## config.mk

```make
export PLATFORM = sky130hd
export DESIGN_NAME = usb_tx_line_encoder
export DESIGN_NICKNAME = d
export VERILOG_FILES = /design/src/rtl/usb_tx_line_encoder_pkg.sv /design/src/rtl/usb_tx_line_encoder_nrzi.sv /design/src/rtl/usb_tx_line_encoder.sv
export SDC_FILE = /design/constraint.sdc
export NUM_CORES = 1
export LEC_CHECK = 0
export CORE_UTILIZATION = 55
export CTS_CLUSTER_DIAMETER = 120
export DETAILED_ROUTE_END_ITERATION = 6
export PLACE_DENSITY = 0.85
export REMOVE_ABC_BUFFERS = 1
export SKIP_LAST_GASP = 1
export SYNTH_ARGS = -nofsm -noshare
export SYNTH_HDL_FRONTEND = slang
export SYNTH_HIERARCHICAL = 1
export SYNTH_SLANG_ARGS = --single-unit
```

## constraint.sdc

```tcl
create_clock -name clk -period 2 [get_ports clk]
set_input_delay 0.2 -clock clk [delete_from_list [all_inputs] [get_ports clk]]
set_output_delay 0.2 -clock clk [all_outputs]
set_load 0.01 [all_outputs]
```

## src/rtl/usb_tx_line_encoder_pkg.sv

```systemverilog
// Shared types and constants for the USB transmit line encoder.
package usb_pkg;

  localparam int          SYNC_BITS      = 8;
  localparam logic [2:0]  SYNC_LAST      = 3'(SYNC_BITS - 1);
  localparam logic [7:0]  SYNC_PATTERN   = 8'h80;
  localparam logic [2:0]  STUFF_LIMIT    = 3'd6;
  localparam logic [1:0]  EOP_SE0_CYCLES = 2'd2;

  typedef enum logic [1:0] {J, K, SE0} line_state_t;

  typedef enum logic [2:0] {IDLE, SYNC, DATA, STUFF, EOP, EOP_J} tx_state_t;

  typedef enum logic [1:0] {OP_J, OP_BIT, OP_SE0} nrzi_op_t;

  // Ones-run counter step; saturates so it can never wrap past the stuff point.
  function automatic logic [2:0] ones_next(input logic [2:0] cnt, input logic b);
    if (!b) return 3'd0;
    return (cnt >= STUFF_LIMIT) ? STUFF_LIMIT : cnt + 3'd1;
  endfunction

endpackage

```

## src/rtl/usb_tx_line_encoder_nrzi.sv

```systemverilog
// NRZI level register and registered D+/D- drivers; one cycle from op to line.
// OP_J forces the idle level, OP_BIT toggles on a raw 0, OP_SE0 drives SE0.
module usb_nrzi_enc
  import usb_pkg::*;
(
  input  logic     clk,
  input  logic     rst_L,
  input  nrzi_op_t op,
  input  logic     raw_bit,
  output logic     dp,
  output logic     dm
);

  line_state_t level_q, level_d;
  line_state_t line;
  logic        dp_q, dp_d;
  logic        dm_q, dm_d;

  always_comb begin
    level_d = level_q;
    line    = J;
    case (op)
      OP_J: begin
        level_d = J;
        line    = J;
      end
      OP_BIT: begin
        if (!raw_bit) level_d = (level_q == J) ? K : J;
        line = level_d;
      end
      OP_SE0:  line = SE0;
      default: line = J;
    endcase
    dp_d = (line == J);
    dm_d = (line == K);
  end

  always_ff @(posedge clk or negedge rst_L) begin
    if (!rst_L) begin
      level_q <= J;
      dp_q    <= 1'b1;
      dm_q    <= 1'b0;
    end else begin
      level_q <= level_d;
      dp_q    <= dp_d;
      dm_q    <= dm_d;
    end
  end

  assign dp = dp_q;
  assign dm = dm_q;

endmodule

```

## src/rtl/usb_tx_line_encoder.sv

```systemverilog
// Packet framer: SYNC, bit stuffing, NRZI and EOP; a bit accepted in DATA shows on the line next cycle.
// bit_ready is high only in DATA; missing data there aborts the packet with an underrun.
module usb_tx_line_encoder
  import usb_pkg::*;
(
  input  logic clk,
  input  logic rst_L,
  input  logic pkt_start,
  input  logic bit_valid,
  input  logic bit_in,
  input  logic bit_last,
  output logic bit_ready,
  output logic dp,
  output logic dm,
  output logic busy,
  output logic pkt_done,
  output logic underrun_err
);

  tx_state_t  state_q, state_d;
  logic [2:0] sync_cnt_q, sync_cnt_d;
  logic [2:0] ones_q, ones_d;
  logic [1:0] eop_cnt_q, eop_cnt_d;
  logic       last_q, last_d;
  logic       abort_q, abort_d;
  logic       busy_q, busy_d;
  logic       pkt_done_q, pkt_done_d;
  logic       underrun_q, underrun_d;
  nrzi_op_t   op;
  logic       raw_bit;

  // The state names the phase whose symbol is driven onto the line at the next edge.
  always_comb begin
    state_d    = state_q;
    sync_cnt_d = sync_cnt_q;
    ones_d     = ones_q;
    eop_cnt_d  = eop_cnt_q;
    last_d     = last_q;
    abort_d    = abort_q;
    busy_d     = 1'b1;
    pkt_done_d = 1'b0;
    underrun_d = 1'b0;
    op         = OP_J;
    raw_bit    = 1'b1;
    case (state_q)
      IDLE: begin
        busy_d    = pkt_start;
        abort_d   = 1'b0;
        last_d    = 1'b0;
        eop_cnt_d = 2'd0;
        ones_d    = 3'd0;
        if (pkt_start) begin
          op         = OP_BIT;
          raw_bit    = SYNC_PATTERN[0];
          ones_d     = ones_next(3'd0, SYNC_PATTERN[0]);
          sync_cnt_d = 3'd1;
          state_d    = SYNC;
        end
      end
      SYNC: begin
        op         = OP_BIT;
        raw_bit    = SYNC_PATTERN[sync_cnt_q];
        ones_d     = ones_next(ones_q, raw_bit);
        sync_cnt_d = sync_cnt_q + 3'd1;
        if (sync_cnt_q == SYNC_LAST) state_d = DATA;
      end
      DATA: begin
        if (bit_valid) begin
          op      = OP_BIT;
          raw_bit = bit_in;
          ones_d  = ones_next(ones_q, bit_in);
          last_d  = bit_last;
          if (ones_d == STUFF_LIMIT) state_d = STUFF;
          else if (bit_last)         state_d = EOP;
        end else begin
          // Underrun: the first SE0 goes out immediately instead of a bogus bit.
          op         = OP_SE0;
          underrun_d = 1'b1;
          abort_d    = 1'b1;
          eop_cnt_d  = 2'd1;
          state_d    = (EOP_SE0_CYCLES == 2'd1) ? EOP_J : EOP;
        end
      end
      STUFF: begin
        op      = OP_BIT;
        raw_bit = 1'b0;
        ones_d  = 3'd0;
        state_d = last_q ? EOP : DATA;
      end
      EOP: begin
        op        = OP_SE0;
        eop_cnt_d = eop_cnt_q + 2'd1;
        if (eop_cnt_d == EOP_SE0_CYCLES) state_d = EOP_J;
      end
      EOP_J: begin
        op         = OP_J;
        pkt_done_d = !abort_q;
        state_d    = IDLE;
      end
      default: state_d = IDLE;
    endcase
  end

  always_ff @(posedge clk or negedge rst_L) begin
    if (!rst_L) begin
      state_q    <= IDLE;
      sync_cnt_q <= 3'd0;
      ones_q     <= 3'd0;
      eop_cnt_q  <= 2'd0;
      last_q     <= 1'b0;
      abort_q    <= 1'b0;
      busy_q     <= 1'b0;
      pkt_done_q <= 1'b0;
      underrun_q <= 1'b0;
    end else begin
      state_q    <= state_d;
      sync_cnt_q <= sync_cnt_d;
      ones_q     <= ones_d;
      eop_cnt_q  <= eop_cnt_d;
      last_q     <= last_d;
      abort_q    <= abort_d;
      busy_q     <= busy_d;
      pkt_done_q <= pkt_done_d;
      underrun_q <= underrun_d;
    end
  end

  usb_nrzi_enc u_nrzi (
    .clk     (clk),
    .rst_L   (rst_L),
    .op      (op),
    .raw_bit (raw_bit),
    .dp      (dp),
    .dm      (dm)
  );

  assign bit_ready    = (state_q == DATA);
  assign busy         = busy_q;
  assign pkt_done     = pkt_done_q;
  assign underrun_err = underrun_q;

endmodule

```

==> summary.md <==
| Metric | Value |
|---|---|
| Status | `finished, final reports clean` |
| Synth top area cells | `dfrtp_1 41%, ha_1 8.6%, a21oi_1 4.7%` |
| Primary FF master, synth | `dfrtp_1` |
| Post-DP Area | `around 1400 sq um` |
| Clk sinks | `20` |
| Placed insts | `around 170` |
| Vias in the first global route | `~840` |
| Max IR drop VDD | `around 0.83 mV` |
| Die area | `roughly 2300 sq um` |
| Required time of the worst setup path | `around 2.2 ns` |
| FF/Latch Area | `between 500 and 600 sq um` |
| Register-to-register setup slack | `0.10 ns` |
| Die Y | `48.0 um` |
| Pre-antenna DRT Iters | `4` |
| Most numerous cell in the Yosys netlist | `dfrtp_1` |
| CTS tree | `built` |
| CP max stage cell | `or4b_4` |
| Routed via count | `~1000` |
| Routed length per instance | `~14 um` |
| Antenna diode count | `0` |
| Max-cap violations | `0` |
| Library cells used by synthesis | `36` |
| Static Leakage | `0.623 nW` |
| Power per cell area | `between 1000 and 1500 nW/um^2` |
| Critical-path cell list | `ha_1, ha_1, nand3b_1, o211ai_1, or4b_4, o22ai_2` |
| Critical Path Fanout Max | `4` |
| Mapped Cells | `~130` |
| Sequential fraction of the synthesis area | `0.432` |
| Largest net degree at the start of global routing | `13` |
| Top-level port count | `12` |
| Vias per cell | `between 5 and 6` |
| Global-route usage over all layers | `0.212` |
| Gpl congestion | `between 0.9 and 1` |
| Hold bufs inserted after CTS | `0` |
| Drt drc | `0` |
| Root buf cell | `clkbuf_4` |
| Synthesized area | `1160 sq um` |
| CP endpoint kind | `flip-flop` |
| Worst slew margin | `0.635` |
| Endpoints failing hold | `0` |
| Starting Density | `0.586` |
| Syn Area/Cell | `approximately 9.3 sq um` |
| R2R Path Start | `sync_cnt_q[0]` |
| Worst skew pair latency | `~0.30 ns` |
| Area taken by multi-input logic gates | `approximately 600 sq um` |
| RR Endpoint | `u_nrzi/dm` |
| Die Wd | `between 40 and 50 um` |
| Core Box Area | `between 1500 and 2000 sq um` |
| Min Tclk post-route | `around 1.9 ns` |
| Setup CP Type | `flip-flop to flip-flop` |
| Non-filler cells, final | `172` |
| Area fraction of the dominant cell type after synthesis | `0.409` |
| Max Slew Vio Count | `0` |
| Design area | `1410 sq um` |
| R2r worst-path depth | `6` |
| Initial antenna violation count | `0` |
| Yosys reg bits | `20` |
| Final nets | `160` |
| CTS H-tree lvls | `1` |
| Startpoint Class | `flip-flop` |
| Fmax | `roughly 530 MHz` |
| Crit path max-delay family | `simple AND/OR/NAND/NOR gates` |
| Reg clk slew, reported paths | `between 0.1 and 0.15 ns` |
| Final period util | `0.948` |
| Hpwl dp | `between 1.5 and 2 mm` |
| Fillers | `roughly 150` |
| Syn. warnings | `6` |
| Worst slew pin tran | `~0.55 ns` |
| Clock Skews | `0.00180 ns` |
| Input/output buffers | `11` |
| Worst path max stage delay | `roughly 0.57 ns` |
| Layout cell share with drive strength beyond 1 | `0.166` |
| CTS max path bufs | `2` |
| Worst Hold Class | `input port to async pin` |
| First-pass GRT wire length | `between 3 and 4 mm` |
| RSZ-0062 raised after global routing | `no` |
| Synth top cells by count | `19 x dfrtp_1, 11 x a21oi_1, 11 x nand2_1, 9 x inv_1` |
| Post-synth EDFFs | `0` |
| Total gr overflow | `0` |
| Post-route ant nets | `0` |
| Final WL | `about 2.3 mm` |
| Final setup vio count | `0` |
| Yosys top cell by area | `dfrtp_1` |
| TritonCTS Buffers | `3` |
| Row cnt | `16` |
| Final Worst Setup Slack | `0.104 ns` |
| Critical path depth | `6` |
| Worst hold slack | `0.243 ns` |
| Worst path bufs/invs | `0` |
| Finished Core Util | `0.709` |
| Synth async-reset ratio | `1.00` |
| Initial drt markers | `25` |
| P&R area growth vs syn | `20.9%` |
| Pre-CTS WS | `-0.124 ns` |
| Most used cell, CP | `ha_1` |
| Arrival time at the worst endpoint | `~2.1 ns` |
==> final cells by class <==
type / instances / area share
Timing Repair Buffer: 22 / 0.137
Inverter: 9 / 0.0240
Clock buffer: 4 / 0.0258
Multi-Input combinational cell: 90 / 0.430
Tap cell: 27 / 0.0240
Sequential cell: 20 / 0.359
==> flip-flops by register name, summed over array words and instances (netlist names) <==
register,count
ones_q,3
state_q,3
sync_cnt_q,3
eop_cnt_q,2
u_nrzi/level_q,2
abort_q,1
busy,1
last_q,1
pkt_done,1
u_nrzi/dm,1
u_nrzi/dp,1
underrun_err,1
==> worst max-delay path by stage <==
stage,to,startpoint,slack [ns]
floorplan,u_nrzi/dm,state_q[1],0.16
global placement,u_nrzi/dm,bit_valid,-0.03
detailed placement,u_nrzi/dm,bit_valid,-0.12
CTS,bit_ready,state_q[0],0.02
global route,u_nrzi/dm,sync_cnt_q[0],0.01
finish,u_nrzi/dm,sync_cnt_q[0],0.10
==> worst reg2reg max path: cells and delay by family, from the launching register on <==
family                   cells  cell delay [ns]
adder cells (fa/ha/maj)      2             0.41
AO/OA/AOI/OAI                2             0.32
flip-flops                   1             0.41
AND/OR/NAND/NOR              2             0.68
==> cells by family after synthesis <==
family	share of synthesized area
compound gates	0.207
fa+ha+maj	0.0861
simple gates	0.207
buf+inv	0.0517
flops	0.432
mux	0.0172
==> layout by cell type (no fill, tap or decap), types with 2 or more instances in the layout <==
cell              n
nor3b_1           2
dfrtp_2           2
inv_1             9
a21oi_1          10
clkbuf_4          3
nor2_1            8
dfrtp_1          17
nor3_1            2
nor2b_1           4
o21ai_0           7
nand2_1          11
nand2b_1          5
ha_1              8
and2_1            2
a22o_1            2
a32o_1            2
o21a_1            2
mux2i_1           2
clkdlybuf4s50_1  11
nand4b_1          2
buf_4            11
o22ai_1           3
nand3_1           3
==> per-stage QoR <==
step | setup TNS (ns) | power, W
2_1_floorplan | 0 | 0.00119
3_3_place_gp | -0.0512 | 0.00144
3_5_place_dp | -0.307 | 0.00148
4_1_cts | 0 | 0.00171
5_1_grt | 0 | 0.00188
6_report | 0 | 0.00173
==> metal layers <==
layer,track usage,vias to the layer above,part of all wire
met5,0,-,0
met4,0.0611,0,0.0086
met3,0.0377,2,0.028
met2,0.381,17,0.51
met1,0.258,478,0.45
li1,-,481,-
==> report_power, final <==
group	total, W	switching [W]	internal, W	leakage [nW]
combinational	0.000862	0.000432	0.000430	0.348
clock	0.000231	0.000120	0.000111	0.0210
sequential	0.000636	0.0000952	0.000541	0.254
==> what timing repair did <==
item | 4_1_cts | 5_1_grt
setup buffers | 0 | 1
endpoints found under the setup margin | 0 | 3
gates resized for setup | 0 | 3
Power figures use the tool's default switching activity.
